$ cat src/rtl/modport_blk.sv
// Single-bank ACT/RD/WR/PRE sequencer, open-page; combinational requests, grants same cycle, fields hold until granted.
// Optional idle auto-close of the open row under `MODPORT_ROW_TIMEOUT_EN (uses row_open_cnt).
module modport_blk #(
  parameter int BANK_ID   = 0,
  parameter int BA_WIDTH  = 2,
  parameter int RA_WIDTH  = 16,
  parameter int CA_WIDTH  = 10,
  parameter int ID_WIDTH  = 4,
  parameter int LEN_WIDTH = 8,
  parameter int T_WIDTH   = 8
) (
  input  logic                 clk,
  input  logic                 rst_n,
  input  logic [T_WIDTH-1:0]   t_rc_m1,
  input  logic [T_WIDTH-1:0]   t_rcd_m1,
  input  logic [T_WIDTH-1:0]   t_rp_m1,
  input  logic [T_WIDTH-1:0]   t_ras_m1,
  input  logic [T_WIDTH-1:0]   t_rtp_m1,
  input  logic [T_WIDTH-1:0]   t_wtp_m1,
  input  logic [T_WIDTH-1:0]   row_open_cnt,
  input  logic                 req_valid,
  output logic                 req_ready,
  input  logic                 req_wr,
  input  logic [ID_WIDTH-1:0]  req_id,
  input  logic [LEN_WIDTH-1:0] req_len,
  input  logic [RA_WIDTH-1:0]  req_ra,
  input  logic [CA_WIDTH-1:0]  req_ca,
  output logic                 act_req,
  output logic                 rd_req,
  output logic                 wr_req,
  output logic                 pre_req,
  input  logic                 act_gnt,
  input  logic                 rd_gnt,
  input  logic                 wr_gnt,
  input  logic                 pre_gnt,
  output logic [BA_WIDTH-1:0]  sched_ba,
  output logic [RA_WIDTH-1:0]  sched_ra,
  output logic [CA_WIDTH-1:0]  sched_ca,
  output logic [ID_WIDTH-1:0]  sched_id,
  output logic [LEN_WIDTH-1:0] sched_len
);

  typedef enum logic {S_CLOSED = 1'b0, S_OPEN = 1'b1} state_t;

  state_t              r_state, w_state_nxt;
  logic [RA_WIDTH-1:0] r_open_row;
  logic [T_WIDTH-1:0]  r_trc, r_trcd, r_trp, r_tras, r_trtp, r_twtp;
  logic                w_act_fire, w_rd_fire, w_wr_fire, w_pre_fire;
  logic                w_hit, w_miss, w_pre_ok, w_timeout;

  function automatic logic [T_WIDTH-1:0] f_dec(input logic [T_WIDTH-1:0] v);
    return (v == '0) ? v : v - T_WIDTH'(1);
  endfunction

  assign w_hit      = req_valid & (req_ra == r_open_row);
  assign w_miss     = req_valid & (req_ra != r_open_row);
  assign w_pre_ok   = (r_tras == '0) & (r_trtp == '0) & (r_twtp == '0);
  assign w_act_fire = act_req & act_gnt;
  assign w_rd_fire  = rd_req & rd_gnt;
  assign w_wr_fire  = wr_req & wr_gnt;
  assign w_pre_fire = pre_req & pre_gnt;
  assign req_ready  = w_rd_fire | w_wr_fire;
  assign sched_ba   = BA_WIDTH'(BANK_ID);

`ifdef MODPORT_ROW_TIMEOUT_EN
  logic [T_WIDTH-1:0] r_idle;
  logic [T_WIDTH:0]   w_idle_nxt;

  // The current idle cycle counts, so the close fires on the Nth idle cycle.
  assign w_idle_nxt = {1'b0, r_idle} + (T_WIDTH+1)'(1);
  assign w_timeout  = (r_state == S_OPEN) & ~req_valid & (w_idle_nxt >= {1'b0, row_open_cnt});

  always_ff @(posedge clk or negedge rst_n) begin
    if (!rst_n) begin
      r_idle <= '0;
    end else if ((r_state != S_OPEN) || req_valid) begin
      r_idle <= '0;
    end else if (r_idle != '1) begin
      r_idle <= r_idle + T_WIDTH'(1);
    end
  end
`else
  logic w_unused_row_open_cnt;
  assign w_unused_row_open_cnt = ^row_open_cnt;
  assign w_timeout = 1'b0;
`endif

  // Outputs are gated by rst_n so they drop in the same cycle reset asserts.
  always_comb begin
    w_state_nxt = r_state;
    act_req     = 1'b0;
    rd_req      = 1'b0;
    wr_req      = 1'b0;
    pre_req     = 1'b0;
    sched_ra    = '0;
    sched_ca    = '0;
    sched_id    = '0;
    sched_len   = '0;
    if (rst_n) begin
      case (r_state)
        S_CLOSED: begin
          act_req  = req_valid & (r_trc == '0) & (r_trp == '0);
          sched_ra = req_ra;
          if (act_req && act_gnt) w_state_nxt = S_OPEN;
        end
        default: begin
          sched_ra = r_open_row;
          if (w_hit) begin
            if (r_trcd == '0) begin
              rd_req    = ~req_wr;
              wr_req    = req_wr;
              sched_ca  = req_ca;
              sched_id  = req_id;
              sched_len = req_len;
            end
          end else if ((w_miss || w_timeout) && w_pre_ok) begin
            pre_req = 1'b1;
            if (pre_gnt) w_state_nxt = S_CLOSED;
          end
        end
      endcase
    end
  end

  always_ff @(posedge clk or negedge rst_n) begin
    if (!rst_n) begin
      r_state    <= S_CLOSED;
      r_open_row <= '0;
    end else begin
      r_state <= w_state_nxt;
      if (w_act_fire) r_open_row <= req_ra;
    end
  end

  always_ff @(posedge clk or negedge rst_n) begin
    if (!rst_n) begin
      r_trc  <= '0;
      r_trcd <= '0;
      r_tras <= '0;
      r_trp  <= '0;
      r_trtp <= '0;
      r_twtp <= '0;
    end else begin
      r_trc  <= w_act_fire ? t_rc_m1  : f_dec(r_trc);
      r_trcd <= w_act_fire ? t_rcd_m1 : f_dec(r_trcd);
      r_tras <= w_act_fire ? t_ras_m1 : f_dec(r_tras);
      r_trtp <= w_rd_fire  ? t_rtp_m1 : f_dec(r_trtp);
      r_twtp <= w_wr_fire  ? t_wtp_m1 : f_dec(r_twtp);
      r_trp  <= w_pre_fire ? t_rp_m1  : f_dec(r_trp);
    end
  end

endmodule

$ cat config.mk
export PLATFORM = sky130hd
export DESIGN_NAME = modport_blk
export DESIGN_NICKNAME = d
export VERILOG_FILES = /design/src/rtl/modport_blk.sv
export SDC_FILE = /design/constraint.sdc
export NUM_CORES = 1
export LEC_CHECK = 0
export ABC_AREA = 1
export CORE_UTILIZATION = 47
export DETAILED_ROUTE_END_ITERATION = 16
export PLACE_DENSITY = 0.93
export SYNTH_ARGS = -nofsm -noshare
export SYNTH_HDL_FRONTEND = slang
export SYNTH_SLANG_ARGS = --single-unit
$ cat constraint.sdc
create_clock -name clk -period 2.3 [get_ports clk]
set_input_delay 0.46 -clock clk [delete_from_list [all_inputs] [get_ports clk]]
set_output_delay 0.46 -clock clk [all_outputs]
set_load 0.02 [all_outputs]
==> results of run 1 <==
==> worst max-delay path: cells and delay by family (launching register included) <==
| family | cells | cell delay (ps) |
|---|---|---|
| simple gates | 4 | 620 |
| buf+inv | 4 | 540 |
| flops | 1 | 410 |
| fa+ha+maj | 1 | 130 |
==> report_power, final <==
group / internal, mW / switching [mW]
Combinational: 0.197 / 0.134
Clock: 0.529 / 0.451
Sequential: 1.14 / 0
Total: 1.87 / 0.586
==> flip-flops by register name, indices dropped and copies added, names as in the netlist <==
register	count
r_open_row	16
r_tras	8
r_trc	8
r_trcd	8
r_trp	8
r_trtp	8
r_twtp	8
r_state	1
==> timing repair <==
| action | in CTS | in global routing |
|---|---|---|
| endpoints found under the setup margin | 42 | 40 |
| cloned | 2 | 0 |
| hold endpoints to repair | 1 | 0 |
| hold buffers | 1 | 0 |
| setup buffers | 18 | 6 |
| pin swaps | 9 | 12 |
| resized for setup | 192 | 37 |
==> layout make-up <==
type / count / area (µm²) / area share (%)
sequential: 65 / 1628 / 23.05
timing repair buffer: 239 / 2172 / 30.76
clock buffer: 13 / 148.9 / 2.108
tap: 129 / 161.4 / 2.286
inverter: 85 / 329.1 / 4.660
clock inverter: 3 / 40.04 / 0.5670
multi-input combinational: 429 / 2582 / 36.57
==> logic make-up (layout without fill, tap and decap cells) <==
kind of cell	Yosys count	after routing	synth area share, %
fa+ha+maj	12	12	3.303
xor+xnor	37	37	7.129
compound gates	91	91	10.79
simple gates	286	287	32.37
other cells	1	2	0.08250
buf+inv	107	340	10.54
flops	65	65	35.78
==> synth_stat cells (all sizes together) <==
cell type / count / area share, %
conb: 1 / 0.082
nor4: 1 / 0.14
nor3: 11 / 1.5
dfrtp: 65 / 36
buf: 17 / 3.1
nor3b: 24 / 5.9
xor2: 19 / 3.7
xnor2: 18 / 3.5
ha: 12 / 3.3
clkbuf: 5 / 0.41
a21oi: 24 / 2.7
o22ai: 1 / 0.14
nand4: 5 / 0.69
nand3: 42 / 5.6
o211ai: 3 / 0.50
nor2: 51 / 5.6
inv: 85 / 7.0
or2: 2 / 0.28
and3: 1 / 0.14
nand2: 149 / 13
o21ai: 63 / 7.4
==> routing by layer <==
metal  part of all wire (%)  track usage [%]  wire length (µm)  vias up
met5                      0                0                 0        -
met1                     39            32.38              5524     2314
met3                    4.1            6.825               571       40
li1                       -                -                 -     2363
met2                     54            52.53              7603      149
met4                    2.7            13.71               377        0
==> worst max-delay path by stage <==
| stage | endpoint | start | depth (start not counted) | slack, ps |
|---|---|---|---|---|
| after detailed placement | sched_ca[7] | req_ra[6] | 13 | -1030 |
| final | sched_len[1] | r_trcd[1]$_DFFE_PN0P_ | 9 | -220 |
| after global routing | sched_len[1] | r_open_row[6]$_DFFE_PN0P_ | 11 | -330 |
| after floorplan | rd_req | r_trcd[0]$_DFFE_PN0P_ | 8 | 5 |
| after global placement | sched_len[2] | req_ra[7] | 13 | -880 |
| after CTS | sched_ca[7] | r_open_row[12]$_DFFE_PN0P_ | 12 | -270 |
==> stage by stage <==
step                      cells  setup WS [ps]  hold WS [ps]
after global routing        963         -325.7         113.6
after detailed placement    924          -1032         288.2
final                       963         -217.3         120.6
after floorplan             600          4.919         164.4
after global placement      924         -878.6         284.3
after CTS                   961         -266.0         104.2
==> results.toml, run 1 <==
[floorplanning]
start_util_pct = 48.96
ios = 147
core_area_um2 = 9284
rows = 35
die_w_um = 100.3
die_area_um2 = 10070
die-height_um = 100.3

[global_route]
grt_pass1_vias = 5093
antenna_found_initial = 0
grt_start_max_net_pins = 34
track_usage_pct = 29.16
grt_pass1_wl_mm = 22.96
overflow = 0

[synth]
seq_area_frac_synth_pct = 35.78
synthesis.area_um2 = 4546
ys_types = 36
yosysWarnings = 0
ys_seq_elements = 65
avgSynthCellArea_um2 = 7.589
synth_cells = 599

[clocking]
clk_pin_slew_worst_paths_ps = 80
cts_tree = "done"
clock-sinks = 65
clock_latency_ps = 350
htree_levels = 3
clockBufferDepth = 2
cts_buffers = 9
root_buffer = "clkbuf_8"

[outcome]
status = "finished, violations left"
violations = "negative setup slack"

[worst_setup_path]
r2r_start = "r_trcd[1]$_DFFE_PN0P_"
cp-start-kind = "flop"
crit_chain = "inv_2 > ha_4 > nor3b_2 > nand2_2 > inv_4 > nand3_4 > buf_8 > nor3b_2 > buf_4"
crit_path_max_incr_delay_ps = 410
required_ps = 1840
ff2ff_setup_slack_ps = 150
worstPathArrival_ps = 2060
cp_common_cell = "nor3b_2"
critPathKind = "flop to primary output"
crit_slowest_cell = "dfrtp_1"
r2r_end = "r_trcd[6]$_DFFE_PN0P_"
worst-r2r-cell-count = 14
cp_max_fo = 6
worst_setup_path_end_kind = "primary output"

[finish]
layout_commonest_cell = "nand2_1"
final_cell_mix = "142 x nand2_1, 115 x buf_4, 76 x clkdlybuf4s50_1"
fin_area_um2 = 7062
area_growth_pct = 55.35
drive_gt1_share_pct = 26.86
fillers = 620
fin_util_pct = 76.06
fin_nets = 943
antenna_cells = 0

[power_and_ir_drop]
total_power_mw = 2.454
irDropWorstVdd_v = 0.0002475
pwr_density_cell_nw_per_um2 = 347.5
p_leak_nw = 3.720

[worst_hold_path]
hp-class = "input port to async pin"

[timing]
min_period_over_period_pct = 109.4
slew_violations = 0
grt_setup_unrepaired = "yes"
timing.final.ws_setup_ps = -217.3
max_freq_mhz = 397.2
fin_skew_ps = 8.078
setup_viol = 26
period_minus_slack_ps = 2517
setup_tns_ps = -4489
hold_viol_final = 0

[placed_design]
portBuffers = 136
dp_hpwl_mm = 9.778
dpl_cell_area_um2 = 6555
place.gp.congestion = 0.9376

[routing]
avgRoutedWirePerCell_um = 14.62
drcViolationCount = 0
routed_wl_mm = 14.08
ant_nets = 0
drtIter0Drc = 198
via_per_inst = 5.053
vias = 4866
first_pass_iters = 5

[flow_run]
cap_violations = 0
Note: power is estimated with default switching activity, not from simulation.
==> inputs of run 2 (changes only) <==
--- a/config.mk
+++ b/config.mk
@@ -8,6 +8,7 @@
 export ABC_AREA = 1
 export CORE_UTILIZATION = 47
 export DETAILED_ROUTE_END_ITERATION = 16
+export HOLD_SLACK_MARGIN = 0.06
 export PLACE_DENSITY = 0.93
 export SYNTH_ARGS = -nofsm -noshare
 export SYNTH_HDL_FRONTEND = slang
==> results of run 2 <==
Final layout, timing and power as in run 1 (identical DEF).
==> inputs of run 3 (changes only) <==
--- a/config.mk
+++ b/config.mk
@@ -6,10 +6,10 @@
 export NUM_CORES = 1
 export LEC_CHECK = 0
 export ABC_AREA = 1
-export CORE_UTILIZATION = 47
+export CORE_UTILIZATION = 25
 export DETAILED_ROUTE_END_ITERATION = 16
 export HOLD_SLACK_MARGIN = 0.06
-export PLACE_DENSITY = 0.93
+export PLACE_DENSITY = 0.61
 export SYNTH_ARGS = -nofsm -noshare
 export SYNTH_HDL_FRONTEND = slang
 export SYNTH_SLANG_ARGS = --single-unit
==> run 3 against run 2 <==
The run still ends with negative setup slack left. Wire length down 9.3%. Worst setup slack improved by 96 ps. Combinational power fell by 4%. Power increased by 21%. Non-clock buffer count fell by 17. Clock power grew 53%. Critical endpoint is now sched_id[1].
==> results.toml, run 3 (synthesis results as in run 1) <==
[worst_setup_path]
cp_max_fo = 12
crit_path_max_incr_delay_ps = 380
cp_common_cell = "inv_2"
cp-start-kind = "flop"
worstPathArrival_ps = 1960
critPathKind = "flop to primary output"
worst_setup_path_end_kind = "primary output"
required_ps = 1840
crit_slowest_cell = "dfrtp_1"
crit_chain = "inv_2 > ha_4 > nor3b_4 > nand2_2 > inv_2 > nand3_4 > buf_12 > nor3b_2 > buf_4"

[finish]
top_register = "r_open_row"
layout_commonest_cell = "nand2_1"
largest_reg_flops = 16
final_cell_mix = "143 x nand2_1, 99 x buf_4, 77 x clkdlybuf4s50_1"
antenna_cells = 0
fin_nets = 925
area_growth_pct = 56.56
drive_gt1_share_pct = 24.88
fin_util_pct = 40.58

[floorplanning]
ios = 147
die-height_um = 136.8
die_area_um2 = 18730
start_util_pct = 25.92
rows = 48
core_area_um2 = 17540
die_w_um = 136.8

[power_and_ir_drop]
p_leak_nw = 3.576
pwr_density_cell_nw_per_um2 = 416.1
irDropWorstVdd_v = 0.0003302

[clocking]
cts_buffers = 9
htree_levels = 3
clock_latency_ps = 340
cts_tree = "done"
clock-sinks = 65
clockBufferDepth = 2
clk_pin_slew_worst_paths_ps = 60
root_buffer = "clkbuf_16"

[global_route]
grt_pass1_wl_mm = 20.02
track_usage_pct = 13.83
antenna_found_initial = 0
overflow = 0
grt_pass1_vias = 4136
grt_start_max_net_pins = 37

[timing]
fin_skew_ps = 7.225
period_minus_slack_ps = 2422
whs_ps = 94.47
slew_violations = 0
setup_tns_ps = -2365
max_freq_mhz = 412.9
min_period_over_period_pct = 105.3
setup_viol = 25
timing.final.ws_setup_ps = -121.6
hold_viol_final = 0
grt_setup_unrepaired = "yes"

[placed_design]
place.gp.congestion = 0.7842
dp_hpwl_mm = 9.591
pre_cts_ws_ps = -896.7
portBuffers = 136

[outcome]
violations = "negative setup slack"
status = "finished, violations left"

[routing]
via_per_inst = 4.191
vias = 4363
routed_wl_mm = 12.77
ant_nets = 0
drcViolationCount = 0
drtIter0Drc = 229
avgRoutedWirePerCell_um = 12.26
first_pass_iters = 4

[worst_hold_path]
hp-class = "input port to async pin"

[flow_run]
cap_violations = 0
run 3: cell count changes in the layout (fill, tap and decap cells not counted), moves of 4 or more:
| cell | before | now |
|---|---|---|
| buf_6 | 9 | 5 |
| buf_4 | 115 | 99 |
| dlygate4sd2_1 | 21 | 30 |
| nor2_2 | 11 | 7 |
| dlymetal6s2s_1 | 10 | 0 |
| clkbuf_8 | 10 | 1 |
| clkbuf_16 | 0 | 11 |
run 3: path summary, 6_finish.rpt:
kind                       slack (ps)  cells after the start                    endpoint                        from
max                              -120                      9                 sched_id[1]       r_trcd[1]$_DFFE_PN0P_
min                                90                      2   r_open_row[8]$_DFFE_PN0P_                       rst_n
max reg2reg                       290                     13       r_trtp[6]$_DFFE_PN0P_       r_trcd[1]$_DFFE_PN0P_
min reg2reg                       520                      2  r_open_row[12]$_DFFE_PN0P_  r_open_row[12]$_DFFE_PN0P_
max in group asynchronous        1590                      3        r_trp[1]$_DFFE_PN0P_                       rst_n
min in group clk                  520                      2  r_open_row[12]$_DFFE_PN0P_  r_open_row[12]$_DFFE_PN0P_
run 3: power by group:
part	switching, mW	internal (mW)
clock network	0.523	0.976
registers	0	1.14
logic	0.128	0.190
run 3: metrics by stage:
step	cells	power (mW)	cell area, µm²
detailed placement	1018	1.500	6673
finish	1041	2.961	7117
global placement	1018	1.500	6673
floorplan	600	1.250	4549
global route	1041	3.091	7117
CTS	1035	3.022	6947
run 3: layout make-up:
cell class | instances | area (µm²)
inverters | 85 | 321.6
flip-flops and latches | 65 | 1628
clock inverters | 5 | 78.83
multi-input cells | 428 | 2541
fillers | 1805 | 10420
well taps | 225 | 281.5
repair buffers | 222 | 2023
clock buffers | 11 | 242.7
run 3: what timing repair did:
item	in CTS	in global routing
cloned	0	3
hold buffers	1	0
buffers inserted	0	3
gates resized for setup	182	25
endpoints found under the hold margin	1	0
endpoints found under the setup margin	43	27
pin swaps	5	10
run 3: routing by layer:
metal  up-vias  GRT usage, %  wire length [µm]
li1       2332             -                 -
met1      1951         17.61              5838
met2        70         22.50              6220
met3        10         4.333               588
met4         0         3.663               118
met5         -             0                 0
run 3: worst max-delay path: cells and delay by family (launching register included):
kind / cells / cell delay, ps
buffers and inverters: 4 / 530
DFF: 1 / 380
adders and majority gates: 1 / 120
and+or+nand+nor: 4 / 590
